===== config.mk =====
export PLATFORM = sky130hd
export DESIGN_NAME = reg_bank_flat
export DESIGN_NICKNAME = d
export VERILOG_FILES = /design/src/rtl/reg_bank_if.sv /design/src/rtl/reg_bank.sv /design/src/flat_wrapper.sv
export SDC_FILE = /design/constraint.sdc
export NUM_CORES = 1
export LEC_CHECK = 0
export CAP_MARGIN = 5
export CORE_ASPECT_RATIO = 0.7
export CORE_MARGIN = 1.5
export CORE_UTILIZATION = 53
export CTS_BUF_LIST = sky130_fd_sc_hd__clkbuf_8 sky130_fd_sc_hd__clkbuf_16
export DETAILED_ROUTE_END_ITERATION = 7
export HOLD_SLACK_MARGIN = 0.03
export PLACE_DENSITY = 0.82
export SYNTH_ARGS = -nofsm -noshare
export SYNTH_HDL_FRONTEND = slang
export SYNTH_SLANG_ARGS = --single-unit

===== constraint.sdc =====
create_clock -name clk -period 1.71 [get_ports clk]
set_input_delay 0.513 -clock clk [delete_from_list [all_inputs] [get_ports clk]]
set_output_delay 0.513 -clock clk [all_outputs]
set_load 0.01 [all_outputs]

===== src/rtl/reg_bank_if.sv =====
// Operand register bank bus: read request/response, ALU write-back and re-init control.
interface reg_bank_if #(
  parameter int WIDTH = 16,
  parameter int DEPTH = 8
);
  localparam int SEL_W = $clog2(DEPTH);

  logic             rd_req;
  logic [SEL_W-1:0] rd_sel1;
  logic [SEL_W-1:0] rd_sel2;
  logic [WIDTH-1:0] op1_data;
  logic [WIDTH-1:0] op2_data;
  logic             rd_valid;
  logic             op2_load;
  logic             rd_err;
  logic             wr_en;
  logic [SEL_W-1:0] wr_sel;
  logic [WIDTH-1:0] wr_data;
  logic             reinit;
  logic             busy;

  modport master (
    output rd_req, rd_sel1, rd_sel2, wr_en, wr_sel, wr_data, reinit,
    input  op1_data, op2_data, rd_valid, op2_load, rd_err, busy
  );

  modport slave (
    input  rd_req, rd_sel1, rd_sel2, wr_en, wr_sel, wr_data, reinit,
    output op1_data, op2_data, rd_valid, op2_load, rd_err, busy
  );
endinterface


===== src/rtl/reg_bank.sv =====
// 8x16 operand register bank: two registered read ports, one write-back port, sequenced
// constant-table reload. Define REG_BANK_BYPASS_EN for same-cycle write-through forwarding.
module reg_bank_entry #(
  parameter int               WIDTH    = 16,
  parameter logic [WIDTH-1:0] INIT_VAL = '0
) (
  input  logic             clk,
  input  logic             rst_n,
  input  logic             wr_en_i,
  input  logic [WIDTH-1:0] wr_data_i,
  input  logic             reload_i,
  output logic [WIDTH-1:0] q_o
);
  logic [WIDTH-1:0] q_q;

  always_ff @(posedge clk) begin
    if (!rst_n || reload_i) q_q <= INIT_VAL;
    else if (wr_en_i)       q_q <= wr_data_i;
  end

  assign q_o = q_q;
endmodule

module reg_bank #(
  parameter int WIDTH = 16,
  parameter int DEPTH = 8
) (
  input  logic        clk,
  input  logic        rst_n,
  reg_bank_if.slave   bus
);
  localparam int SEL_W = $clog2(DEPTH);

  function automatic logic [WIDTH-1:0] table_val(input int idx);
    case (idx)
      0:       table_val = WIDTH'(10);
      1:       table_val = WIDTH'(1000);
      2:       table_val = WIDTH'(100);
      3:       table_val = WIDTH'(1);
      4:       table_val = WIDTH'(10000);
      5:       table_val = WIDTH'(0);
      6:       table_val = WIDTH'(500);
      7:       table_val = WIDTH'(5000);
      default: table_val = '0;
    endcase
  endfunction

  typedef enum logic {IDLE = 1'b0, INIT = 1'b1} state_t;

  state_t           state_q;
  logic [SEL_W-1:0] cnt_q;
  logic             busy_q;

  // The accept cycle of reinit already blocks reads and writes.
  logic idle_ok, wr_ok, rd_ok;
  assign idle_ok = (state_q == IDLE) && !bus.reinit;
  assign wr_ok   = idle_ok && bus.wr_en;
  assign rd_ok   = idle_ok && bus.rd_req;

  always_ff @(posedge clk) begin
    if (!rst_n) begin
      state_q <= IDLE;
      cnt_q   <= '0;
      busy_q  <= 1'b0;
    end else begin
      case (state_q)
        IDLE: begin
          if (bus.reinit) begin
            state_q <= INIT;
            cnt_q   <= '0;
            busy_q  <= 1'b1;
          end
        end
        INIT: begin
          cnt_q <= cnt_q + SEL_W'(1);
          if (cnt_q == SEL_W'(DEPTH - 1)) begin
            state_q <= IDLE;
            busy_q  <= 1'b0;
          end
        end
        default: begin
          state_q <= IDLE;
          busy_q  <= 1'b0;
        end
      endcase
    end
  end

  logic [DEPTH-1:0][WIDTH-1:0] regs;
  logic [DEPTH-1:0]            ent_we;
  logic [DEPTH-1:0]            ent_reload;

  for (genvar i = 0; i < DEPTH; i++) begin : g_ent
    assign ent_we[i]     = wr_ok && (bus.wr_sel == SEL_W'(i));
    assign ent_reload[i] = (state_q == INIT) && (cnt_q == SEL_W'(i));

    reg_bank_entry #(
      .WIDTH    (WIDTH),
      .INIT_VAL (table_val(i))
    ) u_ent (
      .clk       (clk),
      .rst_n     (rst_n),
      .wr_en_i   (ent_we[i]),
      .wr_data_i (bus.wr_data),
      .reload_i  (ent_reload[i]),
      .q_o       (regs[i])
    );
  end

  logic [WIDTH-1:0] op1_q, op1_d;
  logic [WIDTH-1:0] op2_q, op2_d;
  logic             rd_vld_q, rd_vld_d;
  logic             rd_err_q, rd_err_d;

  // Data registers hold between reads so the Op2 latch keeps its operand.
  always_comb begin
    op1_d    = op1_q;
    op2_d    = op2_q;
    rd_vld_d = 1'b0;
    rd_err_d = 1'b0;
    if (rd_ok) begin
      if (bus.rd_sel1 != bus.rd_sel2) begin
        op1_d    = regs[bus.rd_sel1];
        op2_d    = regs[bus.rd_sel2];
        rd_vld_d = 1'b1;
`ifdef REG_BANK_BYPASS_EN
        if (wr_ok && (bus.wr_sel == bus.rd_sel1)) op1_d = bus.wr_data;
        if (wr_ok && (bus.wr_sel == bus.rd_sel2)) op2_d = bus.wr_data;
`else
        op1_d = regs[bus.rd_sel1];
`endif
      end else begin
        rd_err_d = 1'b1;
      end
    end
  end

  always_ff @(posedge clk) begin
    if (!rst_n) begin
      op1_q    <= '0;
      op2_q    <= '0;
      rd_vld_q <= 1'b0;
      rd_err_q <= 1'b0;
    end else begin
      op1_q    <= op1_d;
      op2_q    <= op2_d;
      rd_vld_q <= rd_vld_d;
      rd_err_q <= rd_err_d;
    end
  end

  assign bus.op1_data = op1_q;
  assign bus.op2_data = op2_q;
  assign bus.rd_valid = rd_vld_q;
  assign bus.op2_load = rd_vld_q;
  assign bus.rd_err   = rd_err_q;
  assign bus.busy     = busy_q;
endmodule


===== src/flat_wrapper.sv =====
// flat-port wrapper written by rule: the top's interface ports become plain ports
module reg_bank_flat 
#(
  parameter int WIDTH = 16,
  parameter int DEPTH = 8
)
  (clk, rst_n, bus_rd_req, bus_rd_sel1, bus_rd_sel2, bus_wr_en, bus_wr_sel, bus_wr_data, bus_reinit, bus_op1_data, bus_op2_data, bus_rd_valid, bus_op2_load, bus_rd_err, bus_busy);
  reg_bank_if #(.WIDTH(WIDTH), .DEPTH(DEPTH)) bus_i ();
  input  logic clk;
  input  logic rst_n;
  input wire logic [$bits(bus_i.rd_req)-1:0] bus_rd_req;
  input wire logic [$bits(bus_i.rd_sel1)-1:0] bus_rd_sel1;
  input wire logic [$bits(bus_i.rd_sel2)-1:0] bus_rd_sel2;
  input wire logic [$bits(bus_i.wr_en)-1:0] bus_wr_en;
  input wire logic [$bits(bus_i.wr_sel)-1:0] bus_wr_sel;
  input wire logic [$bits(bus_i.wr_data)-1:0] bus_wr_data;
  input wire logic [$bits(bus_i.reinit)-1:0] bus_reinit;
  output wire logic [$bits(bus_i.op1_data)-1:0] bus_op1_data;
  output wire logic [$bits(bus_i.op2_data)-1:0] bus_op2_data;
  output wire logic [$bits(bus_i.rd_valid)-1:0] bus_rd_valid;
  output wire logic [$bits(bus_i.op2_load)-1:0] bus_op2_load;
  output wire logic [$bits(bus_i.rd_err)-1:0] bus_rd_err;
  output wire logic [$bits(bus_i.busy)-1:0] bus_busy;
  assign bus_i.rd_req = bus_rd_req;
  assign bus_i.rd_sel1 = bus_rd_sel1;
  assign bus_i.rd_sel2 = bus_rd_sel2;
  assign bus_i.wr_en = bus_wr_en;
  assign bus_i.wr_sel = bus_wr_sel;
  assign bus_i.wr_data = bus_wr_data;
  assign bus_i.reinit = bus_reinit;
  assign bus_op1_data = bus_i.op1_data;
  assign bus_op2_data = bus_i.op2_data;
  assign bus_rd_valid = bus_i.rd_valid;
  assign bus_op2_load = bus_i.op2_load;
  assign bus_rd_err = bus_i.rd_err;
  assign bus_busy = bus_i.busy;
  reg_bank #(.WIDTH(WIDTH), .DEPTH(DEPTH)) u_core (.clk(clk), .rst_n(rst_n), .bus(bus_i));
endmodule

### Word level (Yosys, flattened, before mapping)

Index checks and enable logic that the tools add are counted.

* input bits: 30
* output and inout port bits: 36
* register bits: 167
* word-level logic and storage cells: 84

* order comparisons: 2
* add/subtract/negate cells: 1
* reductions and logical operators: 34
* bitwise operators: 1
* eq/ne operators: 17
* muxes and demuxes: 14

Operators with widths (number)
* $bmux 16 s3: 2
* $mux 16: 2
* $eq 3x3->1 const B: 8
* $logic_and 1x1->1: 19
* $eq 3x2->1 const B: 4
* $logic_or 1x1->1: 8
* $lt 3x4->1 const B: 2
* $eq 3x1->1 const B: 2
* $logic_not 3->1: 2
* $mux 1: 6
* $pmux 3 s2: 1
* $reduce_and 2->1: 3
* $ne 2x2->1 const B: 2
* $pmux 1 s2: 2
* $add 3x1->3 const B: 1
* $mux 3: 1
* $ne 3x3->1: 1
* $logic_not 1->1: 2
* $not 1->1: 1

### Logic depth before layout (Yosys ltp)

* depth after elaboration: 4
* mapped depth: 7
* mapped depth without buffers: 5

### Cells and area by module

Synthesis repeated with hierarchy kept, for this count alone.

* cells, all modules: 711
* area total of the unflattened synthesis: 8199.1 um^2

By module, submodules not included
* reg_bank: seq. area each 780.7 um^2, times used 1, cells an instance 287, area an instance 3454.6 um^2
* reg_bank_entry (u_core.g_ent[1].u_ent ...): seq. area each 320.3 um^2, times used 4, cells an instance 53, area an instance 589.3 um^2
* reg_bank_entry (u_core.g_ent[2].u_ent): seq. area each 320.3 um^2, times used 1, cells an instance 53, area an instance 600.6 um^2
* reg_bank_entry (u_core.g_ent[0].u_ent): seq. area each 320.3 um^2, times used 1, cells an instance 53, area an instance 596.8 um^2
* reg_bank_entry (u_core.g_ent[3].u_ent): seq. area each 320.3 um^2, times used 1, cells an instance 53, area an instance 595.6 um^2
* reg_bank_entry (u_core.g_ent[5].u_ent): seq. area each 320.3 um^2, times used 1, cells an instance 53, area an instance 594.3 um^2

### Least setup slack after synthesis

OpenSTA, ideal clock, no wires.

* path type: in2reg
* start: input bus_rd_sel2[0]
* end: register u_core.op2_q[10] (netlist: u_core.bus.op2_data[10])
* buffers on the path: 2
* arrival time: 1.631 ns
* cell stages on the path: 5
* setup time: 0.122 ns
* setup slack: -0.043 ns
* required time: 1.588 ns
* cell sequence: buf_2 -> buf_2 -> mux4_2 -> mux2i_1 -> a21oi_1

* longest elaborated chain between the ends: 2
* elaborated cells on any way between the ends: 4
* those cells by class: eq/ne (1); mux (2); reduce/logical (1)

RTL lines
* start: declaration: line flat_wrapper.sv:13 `input wire logic [$bits(bus_i.rd_sel2)-1:0] bus_rd_sel2;`
* $bmux 16 s3 / $ne 3x3->1 (equally long branches): line reg_bank.sv:124, reg_bank.sv:122
* $mux 16 (not written as such) / $reduce_and 2->1 (equally long branches)
* end signal: assignment: line reg_bank.sv:146 `op2_q <= op2_d;`
* end: declaration: line reg_bank.sv:111 `logic [WIDTH-1:0] op2_q, op2_d;`

Several ways; a longest one is shown, not always the timed one. The select of a mux whose other input is x is not followed.
A chain may end at the register's enable or synchronous reset.

### Final worst setup path

* start: input bus_wr_en
* end: register u_core.g_ent[2].u_ent.q_q[0]

* longest elaborated chain between the ends: 2

RTL lines
* start: declaration: line flat_wrapper.sv:14 `input wire logic [$bits(bus_i.wr_en)-1:0] bus_wr_en;`
* $logic_and 1x1->1: line reg_bank.sv:57 `assign wr_ok = idle_ok && bus.wr_en;`
* $logic_and 1x1->1: line reg_bank.sv:94 `assign ent_we[i] = wr_ok && (bus.wr_sel == SEL_W'(i));`
* end signal: assignment: line reg_bank.sv:18 `else if (wr_en_i) q_q <= wr_data_i;`
* end: declaration: line reg_bank.sv:14 `logic [WIDTH-1:0] q_q;`

Every way passes these cells.

==> out/qor.yml <==
status: "complete, no violations"
path_class: "in -> reg"
cts_tree: "done"
met3_usage: 0.125
rows: 37
synth_ff_type: "dfxtp_1"
clk_pin_slew_worst_paths_ns: 0.07
crit_required_ns: 2.07
cts.root.buffer_cell: "clkbuf_16"
syn_inst: 870
endpoint_kind: "register"
tightest_slew_ns: 0.455
die_y_um: 106
period_minus_slack_ns: 1.65
rsz0062_at_grt: "false"
overflow: 0
path_delay_family: "buffers and inverters"
total_power_mw: 9.43
syn-num-nets: 907
dpl.hpwl_um: 16400
antenna_found_initial: 0
seq_area_frac_synth: 0.413
die-width_um: 151
drtAntennaViolNets: 0
numCtsBuffers: 17
grt_pass1_vias: 6864
drive_above_1_share: 0.202
drc: 0
top_usage_layer: "met2"
routed_wl_um: 23800
yosys_warnings: 0
grt_usage: 0.313
timing.final.max_slew_violations: 0
crit_fanout: 16
hold_viol_final: 0
via_count: 7158
vias_per_cell: 6.22
cts_max_level: 4
hold_ws_ns: 0.470
pwr_density_cell_nw_per_um2: 946
grt_pass1_wl_um: 37200
max_slew_margin: 0.695
cts.sinks: 167
met2_usage: 0.471
drt_iter0_drc: 1008
hold_path.class: "reg -> reg"
core_um2: 14800
max_cap_viol_count: 0
ios: 66
place_congestion: 0.893
path_cells: "clkdlybuf4s50_1 -> nor4b_4 -> buf_4 -> and2_4 -> buf_12 -> nand2_1 -> a21oi_1"
cts_buffer_depth: 2
start_util: 0.546
slowest_delay_ns: 0.47
portBuffers: 65
worstPathArrival_ns: 2.02
setup-violations-final: 0
synth_cell_types: 34
clock_latency_ns: 0.44
area_delta_synth_final_pct: 23.2
synth-async-reset-ratio: 0
wl_per_cell_um: 20.7
total_leakage_power_nw: 3.89
fin_crit_sh: 0.966
cp_slowest_cell: "clkdlybuf4s50_1"
skew_ns: 0.00991
ys_ff_latch: 167
post_dp_cell_area_um2: 9280
fin_nets: 979
rrSetupSlack_ns: 0.18
syn_avg_cell_area_um2: 9.30
use_met1: 0.414
cp_num_buf_inv: 3
synth-edff-count: 0
die_area_um2: 16000
stdcell_area_um2: 9970
antenna_cells: 0
fmax_mhz: 605
ir_drop_mv: 0.507
synth_area_um2: 8090
grt_max_degree: 39
start_kind: "primary input"
drt_pass1_iterations: 5
layout by cell type (no fill, tap or decap), types with 4 or more instances in the layout:
cell             instances
a21oi_1                125
a21oi_2                 13
and2_1                   4
buf_12                  26
buf_4                   46
bufinv_16                5
clkbuf_16               17
clkdlybuf4s50_1         21
dfxtp_1                167
dlygate4sd2_1           39
ha_1                     7
inv_1                    4
inv_6                    4
mux2i_1                 33
mux4_2                  64
nand2_1                258
nand3_1                 46
nor2_1                   6
o21ai_0                 12
o21ai_1                 20
cells in the mapped netlist (2+ instances only):
| library cell | n | area share |
|---|---|---|
| a21oi_1 | 135 | 0.084 |
| buf_2 | 31 | 0.019 |
| nand4_1 | 3 | 0.0023 |
| buf_6 | 16 | 0.022 |
| dfxtp_1 | 167 | 0.41 |
| and3_1 | 2 | 0.0015 |
| nor2b_1 | 3 | 0.0023 |
| and2_1 | 7 | 0.0054 |
| mux2i_1 | 33 | 0.041 |
| mux4_2 | 64 | 0.18 |
| o21ai_1 | 11 | 0.0068 |
| xor2_1 | 3 | 0.0032 |
| inv_1 | 3 | 0.0014 |
| nand2_2 | 3 | 0.0023 |
| ha_1 | 7 | 0.011 |
| o21ai_0 | 21 | 0.013 |
| nor3_1 | 3 | 0.0019 |
| buf_4 | 18 | 0.017 |
| nand2_1 | 258 | 0.12 |
| nand3_1 | 46 | 0.028 |
| clkbuf_2 | 3 | 0.0019 |
| nor2_1 | 6 | 0.0028 |
| clkbuf_1 | 14 | 0.0065 |
| a21oi_2 | 3 | 0.0032 |
worst paths after layout:
kind | start | endpoint | cells after the start
max | bus_wr_en | u_core.g_ent[2].u_ent.q_o[0] | 7
min | u_core.g_ent[3].u_ent.q_o[9] | u_core.g_ent[3].u_ent.q_o[9] | 2
max reg2reg | u_core.state_q | u_core.g_ent[0].u_ent.q_o[12] | 6
min reg2reg | u_core.g_ent[3].u_ent.q_o[9] | u_core.g_ent[3].u_ent.q_o[9] | 2
per-layer routing:
layer | routed length, um | up-vias
li1 | - | 3173
met5 | 0 | -
met2 | 10500 | 501
met1 | 9430 | 3431
met4 | 426 | 0
met3 | 3430 | 53
timing repair:
action	4_1_cts	5_1_grt
hold buffers	0	0
resized for setup	43	25
setup buffers	0	0
endpoints found under the hold margin	0	0
pin swaps	0	1
setup endpoints to repair	158	64
worst register-to-register path: cells and delay by family, from the launching register on:
family                 cells  cell delay, ns
DFF                        1            0.46
and+or+nand+nor            3            0.51
AOI/OAI and AO/OA          1            0.06
buffers and inverters      2            0.40
flip-flops by register name, indices dropped and copies added, names as in the netlist:
| signal | cells |
|---|---|
| u_core.state_q | 1 |
| u_core.bus.op1_data | 16 |
| u_core.bus.rd_err | 1 |
| u_core.bus.busy | 1 |
| u_core.g_ent.u_ent.q_o | 128 |
| u_core.bus.op2_data | 16 |
| u_core.cnt_q | 3 |
| u_core.bus.op2_load | 1 |
kinds of logic (layout without fill, tap and decap cells):
family          count (synthesis)  after routing  synth area share
fa+ha+maj                       7              7            0.0108
flops                         167            167             0.413
simple gates                  337            337             0.175
buf+inv                        88            173            0.0713
compound gates                171            171             0.108
xor+xnor                        3              3           0.00325
mux                            97             97             0.219
per-stage QoR:
stage / util / instances / setup slack, ns / setup TNS, ns
3_5_place_dp: 0.626 / 1118 / -0.546 / -73.11
4_1_cts: 0.668 / 1150 / 0.000840 / 0
3_3_place_gp: 0.626 / 1118 / -0.518 / -69.61
5_1_grt: 0.673 / 1150 / 0.0216 / 0
6_report: 0.673 / 1150 / 0.0580 / 0
2_1_floorplan: - / 870 / -0.0173 / -0.297
report_power, final:
part	switching, mW	total [mW]	internal, mW
combinational	0.574	1.06	0.486
sequential	0.0609	4.04	3.98
clock	1.68	4.33	2.65
area by class of cell:
cell class / count / area, um^2
Multi-Input combinational cell: 615 / 4240
Timing Repair Buffer: 137 / 1470
Clock inverter: 14 / 221
Clock buffer: 18 / 439
Tap cell: 195 / 244
Sequential cell: 167 / 3340
Fill cell: 1141 / 4840
Inverter: 4 / 15.0
Note: power is estimated with default switching activity, not from simulation.
